==> config.mk <==
export PLATFORM = sky130hd
export DESIGN_NAME = background_fetch
export DESIGN_NICKNAME = d
export VERILOG_FILES = /design/src/rtl/background_fetch.sv
export SDC_FILE = /design/constraint.sdc
export NUM_CORES = 1
export LEC_CHECK = 0
export CELL_PAD_IN_SITES_DETAIL_PLACEMENT = 1
export CELL_PAD_IN_SITES_GLOBAL_PLACEMENT = 1
export CORE_ASPECT_RATIO = 2
export CORE_MARGIN = 1.5
export CORE_UTILIZATION = 35
export CTS_CLUSTER_SIZE = 12
export DETAILED_ROUTE_END_ITERATION = 12
export DONT_BUFFER_PORTS = 1
export PLACE_DENSITY = 0.69
export SLEW_MARGIN = 25
export SYNTH_ARGS = -nofsm -noshare
export SYNTH_HDL_FRONTEND = slang
export SYNTH_SLANG_ARGS = --single-unit
export TNS_END_PERCENT = 5
==> constraint.sdc <==
create_clock -name Clk -period 2.3 [get_ports Clk]
set_input_delay 0.345 -clock Clk [delete_from_list [all_inputs] [get_ports Clk]]
set_output_delay 0.345 -clock Clk [all_outputs]
set_load 0.005 [all_outputs]
==> src/rtl/background_fetch.sv <==
// Background tile renderer. Each pixel request reads the tile-map RAM and then the tile RAM.
// One palette index comes out per clock, in request order; the horizontal scroll changes only at frame_start.
module background_fetch #(
  parameter int MAP_COLS  = 64,
  parameter int MAP_ROWS  = 16,
  parameter int NUM_TILES = 24
) (
  input  logic                                   Clk,
  input  logic                                   Reset_n,
  input  logic                                   frame_start,
  input  logic                                   scroll_wr,
  input  logic [10:0]                            scroll_x_in,
  input  logic                                   pix_req,
  input  logic [9:0]                             DrawX,
  input  logic [9:0]                             DrawY,
  output logic [$clog2(MAP_COLS*MAP_ROWS)-1:0]   map_address,
  input  logic [4:0]                             map_data,
  output logic [18:0]                            bg_read_address,
  input  logic [4:0]                             bg_data,
  output logic                                   pix_valid,
  output logic [4:0]                             pix_index,
  output logic                                   pix_opaque,
  output logic [10:0]                            scroll_x_active
);
  localparam int WXW = $clog2(MAP_COLS) + 4;
  localparam int WYW = $clog2(MAP_ROWS) + 4;

  logic [10:0]    scroll_pend;
  logic [10:0]    sum_x;
  logic [WXW-1:0] wx;
  logic [WYW-1:0] wy;
  logic           tile_bad;

  logic           s1_valid, s2_valid, s3_valid, s4_valid;
  logic [3:0]     s1_fx, s1_fy, s2_fx, s2_fy;
  logic           s3_inv, s4_inv;

  // The sum is truncated to 11 bits first, and the map then wraps at its own width.
  assign sum_x    = {1'b0, DrawX} + scroll_x_active;
  assign wx       = WXW'({21'b0, sum_x} % (MAP_COLS * 16));
  assign wy       = WYW'({22'b0, DrawY} % (MAP_ROWS * 16));
  assign tile_bad = {27'b0, map_data} >= NUM_TILES;

  always_ff @(posedge Clk or negedge Reset_n) begin
    if (!Reset_n) begin
      scroll_pend     <= '0;
      scroll_x_active <= '0;
    end else begin
      if (scroll_wr)
        scroll_pend <= scroll_x_in;
      if (frame_start)
        scroll_x_active <= scroll_wr ? scroll_x_in : scroll_pend;
    end
  end

  always_ff @(posedge Clk or negedge Reset_n) begin
    if (!Reset_n) begin
      s1_valid    <= 1'b0;
      s1_fx       <= '0;
      s1_fy       <= '0;
      map_address <= '0;
    end else begin
      s1_valid <= pix_req;
      if (pix_req) begin
        map_address <= {wy[WYW-1:4], wx[WXW-1:4]};
        s1_fx       <= wx[3:0];
        s1_fy       <= wy[3:0];
      end
    end
  end

  // S2 only waits for the map RAM.
  always_ff @(posedge Clk or negedge Reset_n) begin
    if (!Reset_n) begin
      s2_valid <= 1'b0;
      s2_fx    <= '0;
      s2_fy    <= '0;
    end else begin
      s2_valid <= s1_valid;
      s2_fx    <= s1_fx;
      s2_fy    <= s1_fy;
    end
  end

  // An out-of-range tile reads address 0 so the tile RAM is never addressed past its end.
  always_ff @(posedge Clk or negedge Reset_n) begin
    if (!Reset_n) begin
      s3_valid        <= 1'b0;
      s3_inv          <= 1'b0;
      bg_read_address <= '0;
    end else begin
      s3_valid <= s2_valid;
      if (s2_valid) begin
        s3_inv          <= tile_bad;
        bg_read_address <= tile_bad ? '0 : 19'({map_data, s2_fy, s2_fx});
      end
    end
  end

  always_ff @(posedge Clk or negedge Reset_n) begin
    if (!Reset_n) begin
      s4_valid <= 1'b0;
      s4_inv   <= 1'b0;
    end else begin
      s4_valid <= s3_valid;
      s4_inv   <= s3_inv;
    end
  end

  always_ff @(posedge Clk or negedge Reset_n) begin
    if (!Reset_n) begin
      pix_valid  <= 1'b0;
      pix_index  <= '0;
      pix_opaque <= 1'b0;
    end else begin
      pix_valid <= s4_valid;
      if (s4_valid) begin
        pix_index  <= s4_inv ? '0 : bg_data;
        pix_opaque <= ~s4_inv;
      end
    end
  end

endmodule

==> metrics.txt <==
largest net degree at the start of global routing 75; Worst VDD drop 0.403 mV; Skew-Pair Late Insertion Delay between 300 and 400 ps; Post-Synth Adder-Cell Area 0.0429; Die Area roughly 9400 sq um; Syn Area/Cell 13.0 sq um; Cell variety after synth 37; Hold Path Class input pin to flip-flop; GRT Resource Usage Total 0.140; die width 69.4 um; Inst Count DP around 330; Synth top area share 0.599; hold_buf cts 2; CTS clk-pin slew, worst paths ~60 ps; Area growth syn-to-layout 13.0%; WL met3 423 um; vias in the first global route between 1500 and 2000; port bufs 0; Post-CTS Setup Bufs 0; Fin. Hold Viols 0; cell taking the most area after synthesis dfrtp_1; Initial Util 0.360; drc violations 0; WL per Instance roughly 18 um; M1 wire length about 1.9 mm; CTS tree yes; Clock Skew 5.45 ps; CTS Buffer Depth 2; Max Cap Viol 0; Leak Pwr about 1.6 nW; Final Setup Violations 0; drt via density approximately 5.1; Antenna diodes 0; CP Max Fanout 3; power per cell area between 900 and 1000 nW/um^2; CTS-repair resized insts 0; Num CTS Buffers 9; post-synthesis mux area share 0.159; row count 48; Gate Count Post-Synth 238; hpwl dp ~4.6 mm; final non-filler cell total 346; GR Overflow Total 0; total core area 8590 sq um; compound-gate portion of the synthesized area 0.0729; flip-flop and latch count after synthesis 74; Crit. End Element flip-flop; Critical Path RT 2520 ps; simple-gate area share of the yosys netlist 0.0660; RSZ-0062 raised after global routing false; top sig layer met4; CTS root buffer clkbuf_16; DRT Wirelength about 6.2 mm; number of H-tree levels 3; FFs w/ async S/R, synth 1.00; XOR/XNOR Fraction of Synth Area 0.0142; Crit Path Category flip-flop to flip-flop; register area share after synthesis 0.599; vias 1763; status finished, final reports clean; Syn Std Cell Area 3090 sq um; layout cell share with drive strength beyond 1 0.195; FMAX ~470 MHz; initial antenna violation count 0; I/O Pins a little over 90; Final Wtd Congestion 0.730; Final ANT Viol Nets 0; main combinational cell family by area after synthesis multiplexers; Startpoint Class flip-flop; Worst Path Arrival approximately 2300 ps; setup_tns 0 ps; first-pass GRT wire length just under 10 mm; CTS Sinks 74; met2 WL around 3.6 mm; fin nets 298; height of the die around 140 um; final worst-path cycle share 0.916; crit path time final approximately 2100 ps; max-slew violations 0; DRT Pass-1 Iters 2; Main synth FF type dfrtp_1; Post-synth EDFFs 0; top post-synthesis cells by area dfrtp_1 60%, mux2_2 10%, mux2i_1 3.9%; DR iter-0 viols 94; Ys Warns 0
per-layer routing:
layer / track usage / up-vias
li1: - / 810
met5: 0 / -
met2: 0.247 / 51
met3: 0.0549 / 16
met1: 0.129 / 886
met4: 0.0991 / 0
synthesized netlist by cell type, types with 2 or more instances:
cell,number
a21o_1,4
nor2_1,16
mux2i_1,12
mux2_2,28
nand3b_1,8
ha_1,9
xnor2_1,4
a21oi_1,5
o21ai_0,12
buf_2,4
o21ai_1,3
nand2_1,7
nor2b_1,2
a211oi_1,2
dfrtp_1,74
buf_4,6
nor3_1,2
mux2_1,5
inv_1,14
clkbuf_1,4
worst paths after layout:
| kind | slack (ps) | cells after the start | endpoint | start |
|---|---|---|---|---|
| max | 190 | 8 | map_address[4] | scroll_x_active[0] |
| min | 50 | 0 | s1_valid | pix_req |
| max reg2reg | 190 | 8 | map_address[4] | scroll_x_active[0] |
| min reg2reg | 350 | 0 | s4_valid | s3_valid |
| max in group asynchronous | 1440 | 2 | s2_fy[2] | Reset_n |
| min in group asynchronous | 570 | 2 | scroll_pend[2] | Reset_n |
state kept, by name, indices dropped and copies added (netlist names), 4 cells and up:
register / flops
s1_fx: 4
s1_fy: 4
s2_fx: 4
map_address: 10
scroll_x_active: 11
scroll_pend: 11
pix_index: 5
s2_fy: 4
bg_read_address: 13
cells in the final DEF (no fill, tap or decap), drive strengths merged, types with 2 or more instances in the layout:
| master | netlist | layout |
|---|---|---|
| a211oi | 3 | 3 |
| a21o | 4 | 4 |
| a21oi | 6 | 6 |
| buf | 11 | 2 |
| clkbuf | 4 | 11 |
| clkinvlp | 0 | 3 |
| conb | 1 | 6 |
| dfrtp | 74 | 74 |
| ha | 9 | 9 |
| inv | 14 | 14 |
| mux2 | 33 | 33 |
| mux2i | 12 | 12 |
| nand2 | 7 | 7 |
| nand3b | 8 | 8 |
| nor2 | 16 | 16 |
| nor2b | 2 | 2 |
| nor3 | 2 | 2 |
| o21ai | 15 | 15 |
| xnor2 | 4 | 4 |
through the flow:
stage / area, sq um / total power, mW / hold slack, ps / worst slack [ps] / util
6_report: 3490 / 3.46 / 45.9 / 194 / 0.406
5_1_grt: 3490 / 3.65 / 27.2 / 42.0 / 0.406
4_1_cts: 3490 / 3.53 / 29.7 / 156 / 0.406
3_5_place_dp: 3160 / 2.10 / 52.4 / 158 / 0.368
3_3_place_gp: 3160 / 2.07 / 51.9 / 252 / 0.368
2_1_floorplan: 3110 / 1.98 / 49.4 / 386 / -
where the power goes:
part	internal [mW]	switching [mW]	total, mW
clock network	0.862	0.506	1.37
registers	1.51	0.148	1.65
logic	0.218	0.223	0.441
total	2.59	0.877	3.46
critical path, cell delays in order (launching register included):
cell and delay, ps:
dfrtp_1 390, ha_1 220, inv_1 60, fa_1 400
nor2b_1 170, o31a_1 220, o221ai_2 140, xnor2_1 130
mux2_2 260
layout make-up:
cell class	count	area (sq um)
Clock buffer	11	243
Clock inverter	4	52.6
Fill cell	899	5100
Inverter	14	52.6
Multi-Input combinational cell	140	1120
Sequential cell	74	1850
Tap cell	100	125
Timing Repair Buffer	3	45.0
cell families (layout without fill, tap and decap cells):
group,after synthesis,after routing
flops,74,74
mux,45,45
simple gates,40,40
compound gates,34,34
buf+inv,29,32
fa+ha+maj,10,10
xor+xnor,5,5
other cells,1,6
(Power assumes the default switching activity.)
